### src/rtl/trap_monitor.sv
// trap_monitor
//   Commit-stage trap and halt monitor. It watches COMMIT_W retiring lanes
//   per cycle for ebreak. On an ebreak it latches a0 and the trapping PC, then
//   reports a GOOD/BAD trap to the environment through a valid/ack handshake.
//   It also counts cycles and retired instructions. A no-commit watchdog forces
//   a BAD/timeout report when the core stops retiring.
//
// Handshake: trap_valid rises one cycle after the trapping commit. From then on
//   trap_valid and every trap_* output hold steady until trap_ack is sampled
//   high at a clock edge. At that edge the block moves to HALTED and
//   trap_valid drops. trap_ack has no effect while trap_valid is low.
//
// Ports:
//   clock, reset        clock; asynchronous active-high reset
//   commit_valid        per-lane retire strobe (lane 0 oldest)
//   commit_inst         lane i instruction at [32i+31:32i]
//   commit_pc           lane i PC at [XLEN*i+XLEN-1:XLEN*i]
//   a0                  x10 as seen by the trapping lane
//   trap_valid/trap_ack report handshake
//   trap_good           latched a0 was zero and no timeout
//   trap_timeout        report was caused by the watchdog
//   trap_code, trap_pc  latched exit code and trapping PC
//   halt                core must stop issuing; sticky until reset
//   cycle_cnt           cycles spent in RUN
//   instret_cnt         retired (effective) instructions
//   dbg_state           current FSM state, for observation only
module trap_monitor #(
  parameter int COMMIT_W = 2,
  parameter int XLEN     = 64,
  parameter int CNT_W    = 64,
  parameter int TIMEOUT  = 1024,
  parameter int TO_W     = 16
) (
  input  logic                     clock,
  input  logic                     reset,
  input  logic [COMMIT_W-1:0]      commit_valid,
  input  logic [32*COMMIT_W-1:0]   commit_inst,
  input  logic [XLEN*COMMIT_W-1:0] commit_pc,
  input  logic [XLEN-1:0]          a0,
  output logic                     trap_valid,
  input  logic                     trap_ack,
  output logic                     trap_good,
  output logic                     trap_timeout,
  output logic [XLEN-1:0]          trap_code,
  output logic [XLEN-1:0]          trap_pc,
  output logic                     halt,
  output logic [CNT_W-1:0]         cycle_cnt,
  output logic [CNT_W-1:0]         instret_cnt,
  output logic [1:0]               dbg_state
);

  localparam logic [31:0] EBREAK = 32'h00100073;
  // The watchdog fires on the cycle whose increment would reach TIMEOUT.
  // This puts trap_valid exactly TIMEOUT+1 cycles after the last commit.
  localparam logic [TO_W-1:0] TO_LAST = TO_W'(TIMEOUT == 0 ? 0 : TIMEOUT - 1);

  typedef enum logic [1:0] {
    S_RUN    = 2'd0,
    S_REPORT = 2'd1,
    S_HALTED = 2'd2
  } state_t;

  state_t          state, next_state;
  logic [TO_W-1:0] wd_cnt;
  logic [XLEN-1:0] last_pc;

  logic            trap_hit;
  logic [2:0]      eff_cnt;
  logic [XLEN-1:0] eff_pc;
  logic [XLEN-1:0] hit_pc;
  logic            any_commit;
  logic            wd_expire;

  // Lane scan, oldest first. Lanes after the first valid ebreak are squashed.
  // The trap lane itself still counts as retired.
  always_comb begin
    trap_hit = 1'b0;
    eff_cnt  = '0;
    eff_pc   = last_pc;
    hit_pc   = '0;
    for (int i = 0; i < COMMIT_W; i++) begin
      if (commit_valid[i] && !trap_hit) begin
        eff_cnt = eff_cnt + 3'd1;
        eff_pc  = commit_pc[XLEN*i +: XLEN];
        if (commit_inst[32*i +: 32] == EBREAK) begin
          trap_hit = 1'b1;
          hit_pc   = commit_pc[XLEN*i +: XLEN];
        end
      end
    end
  end

  assign any_commit = |commit_valid;
  assign wd_expire  = (TIMEOUT != 0) && !any_commit && (wd_cnt == TO_LAST);
  assign dbg_state  = state;

  always_comb begin
    next_state = state;
    trap_valid = (state == S_REPORT);
    halt       = (state != S_RUN);
    case (state)
      S_RUN:    if (trap_hit || wd_expire) next_state = S_REPORT;
      S_REPORT: if (trap_ack) next_state = S_HALTED;
      S_HALTED: next_state = S_HALTED;
      default:  next_state = S_RUN;
    endcase
  end

  always_ff @(posedge clock or posedge reset) begin
    if (reset) begin
      state        <= S_RUN;
      wd_cnt       <= '0;
      last_pc      <= '0;
      cycle_cnt    <= '0;
      instret_cnt  <= '0;
      trap_good    <= 1'b0;
      trap_timeout <= 1'b0;
      trap_code    <= '0;
      trap_pc      <= '0;
    end else begin
      state <= next_state;
      if (state == S_RUN) begin
        cycle_cnt   <= cycle_cnt + 1'b1;
        instret_cnt <= instret_cnt + CNT_W'(eff_cnt);
        last_pc     <= eff_pc;
        if (any_commit || TIMEOUT == 0) wd_cnt <= '0;
        else                            wd_cnt <= wd_cnt + 1'b1;
        // An ebreak takes priority; its commit also clears the watchdog.
        if (trap_hit) begin
          trap_good    <= (a0 == '0);
          trap_timeout <= 1'b0;
          trap_code    <= a0;
          trap_pc      <= hit_pc;
        end else if (wd_expire) begin
          trap_good    <= 1'b0;
          trap_timeout <= 1'b1;
          trap_code    <= '0;
          trap_pc      <= last_pc;
        end
      end
    end
  end

endmodule

### config.mk
export PLATFORM = sky130hd
export DESIGN_NAME = trap_monitor
export DESIGN_NICKNAME = d
export VERILOG_FILES = /design/src/rtl/trap_monitor.sv
export SDC_FILE = /design/constraint.sdc
export NUM_CORES = 1
export LEC_CHECK = 0
export BUFFER_PORTS_ARGS = -buffer_cell sky130_fd_sc_hd__buf_2
export CAP_MARGIN = 30
export CORE_MARGIN = 3
export CORE_UTILIZATION = 31
export DETAILED_ROUTE_END_ITERATION = 7
export SLEW_MARGIN = 15
export SYNTH_ARGS = -nofsm -noshare
export SYNTH_HDL_FRONTEND = slang
export SYNTH_SLANG_ARGS = --single-unit
### constraint.sdc
create_clock -name clock -period 9.3 [get_ports clock]
set_clock_uncertainty 0.1 [all_clocks]
set_input_delay 0.465 -clock clock [delete_from_list [all_inputs] [get_ports clock]]
set_output_delay 0.465 -clock clock [all_outputs]
set_load 0.02 [all_outputs]
==> flow_metrics.tcl, run 1 <==
set metrics [dict create \
    global_route_overflow 0 \
    syn_area_per_cell_sq_um 10.3 \
    critPathArrivalTime_ns 5.46 \
    die_area_sq_um 53100 \
    startpoint_type "input pin" \
    ctsLongestPathBuffers 3 \
    vias_per_cell 5.06 \
    grt_first_pass_wirelength_um 77700 \
    numClockSinks 340 \
    post-cts-setup-buffers 0 \
    outcome "complete, no violations" \
    synth_enable_flop_cells 0 \
    fin_setup_tns_ns 0 \
    synth-async-reset-ratio_pct 100 \
    first_pass_detailed_route_iteration_total 5 \
    place_congestion 0.900 \
    cts-htree-levels 2 \
    route.antenna.remaining_nets 0 \
    grt_antenna_before_repair 13 \
    post-route-period-util_pct 54.8 \
    synthesized_cell_area_sq_um 15600 \
    cts_repair_resize_count 0 \
    clkSlewWorstSetupHoldPaths_ns 0.06 \
    fp-row-count 81 \
    worst-slew-pin-transition_ns 1.09 \
    maxSlewHeadroom_pct 27.4 \
    final-hold-violation-count 0 \
    rr_endpoint "instret_cnt[58]" \
    layout-area-overhead-vs-synth_pct 30.0 \
    fp.dieH_um 230 \
    first_global_vias 13800 \
    max_cap_viol_count 0 \
    r2r-start "dbg_state[0]" \
    detailroute.via_count 13700 \
    overall_global_routing_resource_usage_pct 18.1 \
    cts_tree "done" \
    dieWidth_um 230 \
    worst_ir_drop_vdd_mv 0.106 \
    holdPathEnd "trap_code[53]" \
    synth.yosys.warnings 0 \
    post-route-min-period_ns 5.10 \
    mapped_nets 1780 \
    min_from "a0[53]" \
    crit_fanout 68 \
    avgRoutedWirePerCell_um 18.4 \
    worstPathRequired_ns 9.67 \
    root_buffer "sky130_fd_sc_hd__clkbuf_16" \
    ff2ff_path_depth 9 \
    slowest_delay_ns 0.72 \
    hold_class "input pin to flop" \
    drt_iter0_markers 757 \
    final_layout_size_suffix_gt1_share_pct 30.9 \
    critPathSlowestCell "sky130_fd_sc_hd__or4_2" \
    final_net_count 2274 \
    synth.area.top_cells "sky130_fd_sc_hd__dfrtp_1 (54%), sky130_fd_sc_hd__nand2_1 (5.9%), sky130_fd_sc_hd__xnor2_1 (4.6%)" \
    rrSetupSlack_ns 6.14 \
    finalWirelength_um 49800 \
    post-synth-top-area-cell "sky130_fd_sc_hd__dfrtp_1" \
    port_buffers 522 \
    synthTopCellsByCount "sky130_fd_sc_hd__dfrtp_1 (340), sky130_fd_sc_hd__nand2_1 (245), sky130_fd_sc_hd__nor2_1 (124)" \
    worst_setup_path_end_kind "flop" \
    final_core_util_pct 41.1 \
    synth.top_cell.area_share_pct 54.5 \
    pin_count 523 \
    initial_core_util_pct 31.7 \
    design.core.area_sq_um 49400 \
    yosys_most_used_dff "sky130_fd_sc_hd__dfrtp_1" \
    inserted_clock_buffers 40 \
    drc 0 \
    synth-seq-cells 340 \
    post_synth_num_cell_types 45 \
    syn_inst 1511 \
    count_of_final_setup_violators 0 \
    worstHoldPathCells 2 \
    static_leakage_power_nw 10.2 \
    dp.final_hpwl_um 35700 \
    max_clock_freq_mhz 196 \
    path_class "input pin to flop" \
    synth.most_common_cell "sky130_fd_sc_hd__dfrtp_1" \
    worstPathCellList "buf_2 > nor4_1 > nand4_1 > or4_2 > buf_4 > nand2_4 > ha_1 > ha_1 > inv_1 > fa_1 > nor3_1 > and4_1 > nand2_4 > nor4_2 > xor2_1" \
    seq_area_frac_synth_pct 54.5 \
    clk_latency_ns 0.55 \
    largest_net_degree_at_the_start_of_global_routing 175 \
    report.final.slew_viol_count 0 \
    p_per_area_nw_per_um2 173 \
    grt_setup_unrepaired "no" \
]
-- layout make-up --
type,instances,area (sq um)
Fill cell,4870,29100
Clock inverter,20,289
Timing Repair Buffer,539,2810
Sequential cell,340,8510
Antenna cell,5,12.5
Inverter,20,78.8
Clock buffer,52,1120
Tap cell,664,831
Multi-Input combinational cell,1064,6660
-- worst max-delay path: cells and delay by family --
| kind | cells | cell delay (ns) |
|---|---|---|
| xor gates and xnor gates | 1 | 0.16 |
| buffers and inverters | 3 | 0.53 |
| adders and majority gates | 3 | 0.82 |
| and+or+nand+nor | 8 | 3.44 |
-- cells by family (layout without fill, tap and decap cells) --
logic type / count (synthesis) / after routing / synth area share, %
AOI/OAI and AO/OA: 208 / 208 / 9.79
xor gates and xnor gates: 135 / 135 / 7.57
adders and majority gates: 8 / 8 / 0.689
buffers and inverters: 107 / 631 / 3.29
DFF: 340 / 340 / 54.5
muxes: 68 / 68 / 4.39
other: 0 / 5 / 0
and+or+nand+nor: 645 / 645 / 19.8
-- per-layer routing --
metal	part of all wire (%)	track usage [%]
met1	40	22.4
met2	46	29.6
met3	10	6.40
met4	3.1	5.85
met5	0.17	0
-- metrics by stage --
| step | power [W] | hold slack [ns] | cells | instance area [sq um] | setup WS [ns] |
|---|---|---|---|---|---|
| after CTS | 0.00357 | 0.0108 | 2697 | 20200 | 4.14 |
| after floorplan | 0.00172 | 0.350 | 1511 | 15600 | 4.19 |
| final | 0.00351 | 0.0546 | 2704 | 20300 | 4.20 |
| after global routing | 0.00367 | 0.0293 | 2700 | 20300 | 3.69 |
| after global placement | 0.00185 | 0.355 | 2623 | 18800 | 3.55 |
| after detailed placement | 0.00186 | 0.357 | 2624 | 18800 | 3.54 |
-- worst max-delay path by stage --
stage,start,end,cells past startpoint
after floorplan,reset,cycle_cnt[0],1
final,commit_inst[29],instret_cnt[58],15
after global routing,commit_inst[3],instret_cnt[58],15
after detailed placement,commit_inst[7],instret_cnt[58],15
after global placement,commit_inst[29],instret_cnt[58],15
after CTS,commit_inst[7],instret_cnt[58],15
-- layout by cell type (no fill, tap or decap), types with 53 or more instances in the layout --
cell type                 instances
sky130_fd_sc_hd__buf_2          522
sky130_fd_sc_hd__xnor2_1         82
sky130_fd_sc_hd__xor2_1          53
sky130_fd_sc_hd__nand2_1        244
sky130_fd_sc_hd__a22o_1          65
sky130_fd_sc_hd__nor2_1         122
sky130_fd_sc_hd__a41oi_1         64
sky130_fd_sc_hd__nand3_1        110
sky130_fd_sc_hd__o21ai_0         71
sky130_fd_sc_hd__mux2i_1         64
sky130_fd_sc_hd__dfrtp_1        340
-- repair_timing --
item,in CTS,in global routing
hold buffers,1,0
endpoints found under the hold margin,19,0
setup endpoints to repair,0,0
-- flip-flops by register name, summed over array words and instances (netlist names) --
name          flops
trap_good         1
trap_pc          64
wd_cnt           16
dbg_state         2
trap_code        64
cycle_cnt        64
last_pc          64
trap_timeout      1
instret_cnt      64
-- report_power, final --
group          total (W)  switching (W)  internal, W
Sequential       0.00156      0.0000350      0.00153
Clock            0.00168       0.000633      0.00104
Combinational   0.000271       0.000166     0.000106
(Power assumes the default switching activity.)
==> run 2, diff against run 1 <==
Settings changed: ABC_AREA from default to 1.
Clock period 9.3 ns to 5.1 ns, I/O delays scaled along.
==> run 2 against run 1 <==
Effect of this change:
- synthesized cell count rose by 54%
- global-route usage rose by 2.8 points
- clock-buffer cell count increased by 12
- critical path type unchanged
- non-clock buffer count increased by 251
- die area grew 14%
- sequential share of layout area is 8.0 points lower
- via count rose by 36%
- first-iteration DRC count increased by 57%
==> flow_metrics.tcl, run 2 <==
set metrics [dict create \
    synth.most_common_cell "sky130_fd_sc_hd__nand2_1" \
    synth.yosys.warnings 0 \
    largest_net_degree_at_the_start_of_global_routing 158 \
    grt_antenna_before_repair 5 \
    post-route-period-util_pct 60.8 \
    drc 0 \
    post-route-min-period_ns 3.10 \
    cts-htree-levels 2 \
    filler_cell_count 5652 \
    die_area_sq_um 60600 \
    fp.dieH_um 246 \
    initial_core_util_pct 31.5 \
    synthTopCellsByCount "sky130_fd_sc_hd__nand2_1 (654), sky130_fd_sc_hd__dfrtp_1 (340), sky130_fd_sc_hd__nor2_1 (300)" \
    hold_slack_ns 0.0425 \
    hold_buffer_count_at_cts 243 \
    path_class "input pin to flop" \
    final_cell_mix "sky130_fd_sc_hd__nand2_1 (653), sky130_fd_sc_hd__buf_2 (522), sky130_fd_sc_hd__dfrtp_1 (340), sky130_fd_sc_hd__nor2_1 (299), sky130_fd_sc_hd__nand3_1 (254)" \
    final_layout_size_suffix_gt1_share_pct 21.2 \
    syn_area_per_cell_sq_um 7.67 \
    busiest_layer "met2" \
    hold_class "input pin to flop" \
    mapped_nets 2599 \
    synth.top_cell.area_share_pct 47.6 \
    seq_area_frac_synth_pct 47.6 \
    route.antenna.remaining_nets 0 \
    fp-row-count 87 \
    dieWidth_um 246 \
    met1_usage_pct 26.7 \
    max_cap_viol_count 0 \
    syn_inst 2330 \
    finalWirelength_um 65000 \
    post-cts-setup-buffers 0 \
    place_congestion 0.905 \
    grt_setup_unrepaired "no" \
    vias_per_cell 4.84 \
    cts_tree "done" \
    grt_first_pass_wirelength_um 102000 \
    global_route_overflow 0 \
    clkSlewWorstSetupHoldPaths_ns 0.06 \
    synth.area.top_cells "sky130_fd_sc_hd__dfrtp_1 (48%), sky130_fd_sc_hd__nand2_1 (14%), sky130_fd_sc_hd__nand3_1 (7.1%)" \
    crit_fanout 9 \
    synth-seq-cells 340 \
    outcome "complete, no violations" \
    worstPathRequired_ns 5.43 \
    first_pass_detailed_route_iteration_total 6 \
    met3_use_gr_pct 4.16 \
    final_net_count 3329 \
    layout_commonest_cell "sky130_fd_sc_hd__nand2_1" \
    count_of_final_setup_violators 0 \
    first_global_vias 18300 \
    final-hold-violation-count 0 \
    worst_ir_drop_vdd_mv 0.349 \
    post_synth_num_cell_types 34 \
    port_buffers 522 \
    critPathArrivalTime_ns 3.43 \
    static_leakage_power_nw 13.0 \
    overall_global_routing_resource_usage_pct 20.9 \
    report.final.slew_viol_count 0 \
    layout-area-overhead-vs-synth_pct 40.3 \
    grt_util_met2_pct 34.7 \
    max_clock_freq_mhz 323 \
    synth-async-reset-ratio_pct 100 \
    clk_latency_ns 0.55 \
    inserted_clock_buffers 44 \
    worst-slew-pin-transition_ns 1.11 \
    fin_setup_tns_ns 0 \
    p_per_area_nw_per_um2 342 \
    yosys_most_used_dff "sky130_fd_sc_hd__dfrtp_1" \
    worst_setup_path_end_kind "flop" \
    root_buffer "sky130_fd_sc_hd__clkbuf_16" \
    dp.final_hpwl_um 44700 \
    ctsLongestPathBuffers 3 \
    synthesized_cell_area_sq_um 17900 \
    startpoint_type "input pin" \
    design.core.area_sq_um 56700 \
    numClockSinks 340 \
    pin_count 523 \
    avgRoutedWirePerCell_um 16.9 \
    maxSlewHeadroom_pct 25.8 \
    post-synth-top-area-cell "sky130_fd_sc_hd__dfrtp_1" \
    cts_repair_resize_count 0 \
    drt_iter0_markers 1185 \
    synth_enable_flop_cells 0 \
    detailroute.via_count 18700 \
]
==> run 2: changes by cell type in the layout (fill, tap and decap cells not counted), sizes merged, moves of 101 or more <==
cell,previous run,this run
inv,22,184
nand3,111,258
dlygate4sd3,1,243
nor2,124,317
a21oi,6,107
nand2,246,661
==> run 2: logic make-up after synthesis <==
family,synth area share [%]
simple gates,33.6
flops,47.6
xor+xnor,5.78
fa+ha+maj,0.602
compound gates,5.67
buf+inv,6.73
==> run 2: critical path: stages <==
cell and delay [ns]:
sky130_fd_sc_hd__buf_2 0.10, sky130_fd_sc_hd__nor2_1 0.14, sky130_fd_sc_hd__nor3b_1 0.46, sky130_fd_sc_hd__nand3_4 0.26
sky130_fd_sc_hd__nand2_4 0.14, sky130_fd_sc_hd__ha_1 0.15, sky130_fd_sc_hd__ha_1 0.16, sky130_fd_sc_hd__inv_1 0.06
sky130_fd_sc_hd__fa_1 0.35, sky130_fd_sc_hd__inv_1 0.08, sky130_fd_sc_hd__nand3_1 0.10, sky130_fd_sc_hd__nor2_2 0.18
sky130_fd_sc_hd__nand2_2 0.11, sky130_fd_sc_hd__nor2_4 0.19, sky130_fd_sc_hd__nand2_2 0.12, sky130_fd_sc_hd__nor2_4 0.15
sky130_fd_sc_hd__nand2_2 0.09, sky130_fd_sc_hd__nor2_2 0.14, sky130_fd_sc_hd__nand3_1 0.09, sky130_fd_sc_hd__nand2_1 0.06
sky130_fd_sc_hd__nand2_1 0.05
==> run 2: metrics by stage <==
step	cells	worst slack (ns)	total power [W]	utilization [%]	area, sq um
after CTS	3847	2.02	0.00865	44.2	25100
after detailed placement	3527	1.45	0.00496	37.4	21200
after floorplan	2330	0.198	0.00437	-	17900
final	3853	2.00	0.00857	44.2	25100
after global routing	3851	1.61	0.00907	44.2	25100
after global placement	3526	1.49	0.00494	37.4	21200
==> run 2: where the power goes <==
part           leakage (nW)  switching (W)  total [W]  internal [W]
Combinational          7.80        0.00116    0.00224       0.00109
Clock                 0.702        0.00122    0.00309       0.00187
Sequential             4.49       0.000213    0.00324       0.00303
==> run 2: area by class of cell <==
| cell class | instances | area, sq um | share of cell area [%] |
|---|---|---|---|
| clock inverter | 13 | 151 | 0.603 |
| tap | 756 | 946 | 3.77 |
| timing repair buffer | 790 | 5280 | 21.1 |
| inverter | 184 | 696 | 2.77 |
| clock buffer | 64 | 1270 | 5.05 |
| multi-input combinational | 1700 | 8220 | 32.8 |
| antenna | 6 | 15.0 | 0.0598 |
| sequential | 340 | 8510 | 33.9 |
==> run 2: routing by layer <==
metal	routed length [um]	vias up
li1	-	9035
met3	4340	166
met1	26900	8782
met5	11	-
met2	31400	681
met4	2370	2
==> run 2: final timing paths <==
kind / startpoint / cells after the start / endpoint / slack (ns)
worst max-delay path: commit_inst[3] / 21 / instret_cnt[52] / 2.00
worst min-delay path: commit_pc[53] / 5 / trap_pc[53] / 0.04
worst max register to register: dbg_state[0] / 8 / trap_pc[13] / 2.07
worst min register to register: trap_code[36] / 2 / trap_code[36] / 0.36
max in group asynchronous: reset / 5 / trap_pc[7] / 3.30
min in group asynchronous: reset / 4 / trap_pc[62] / 0.25
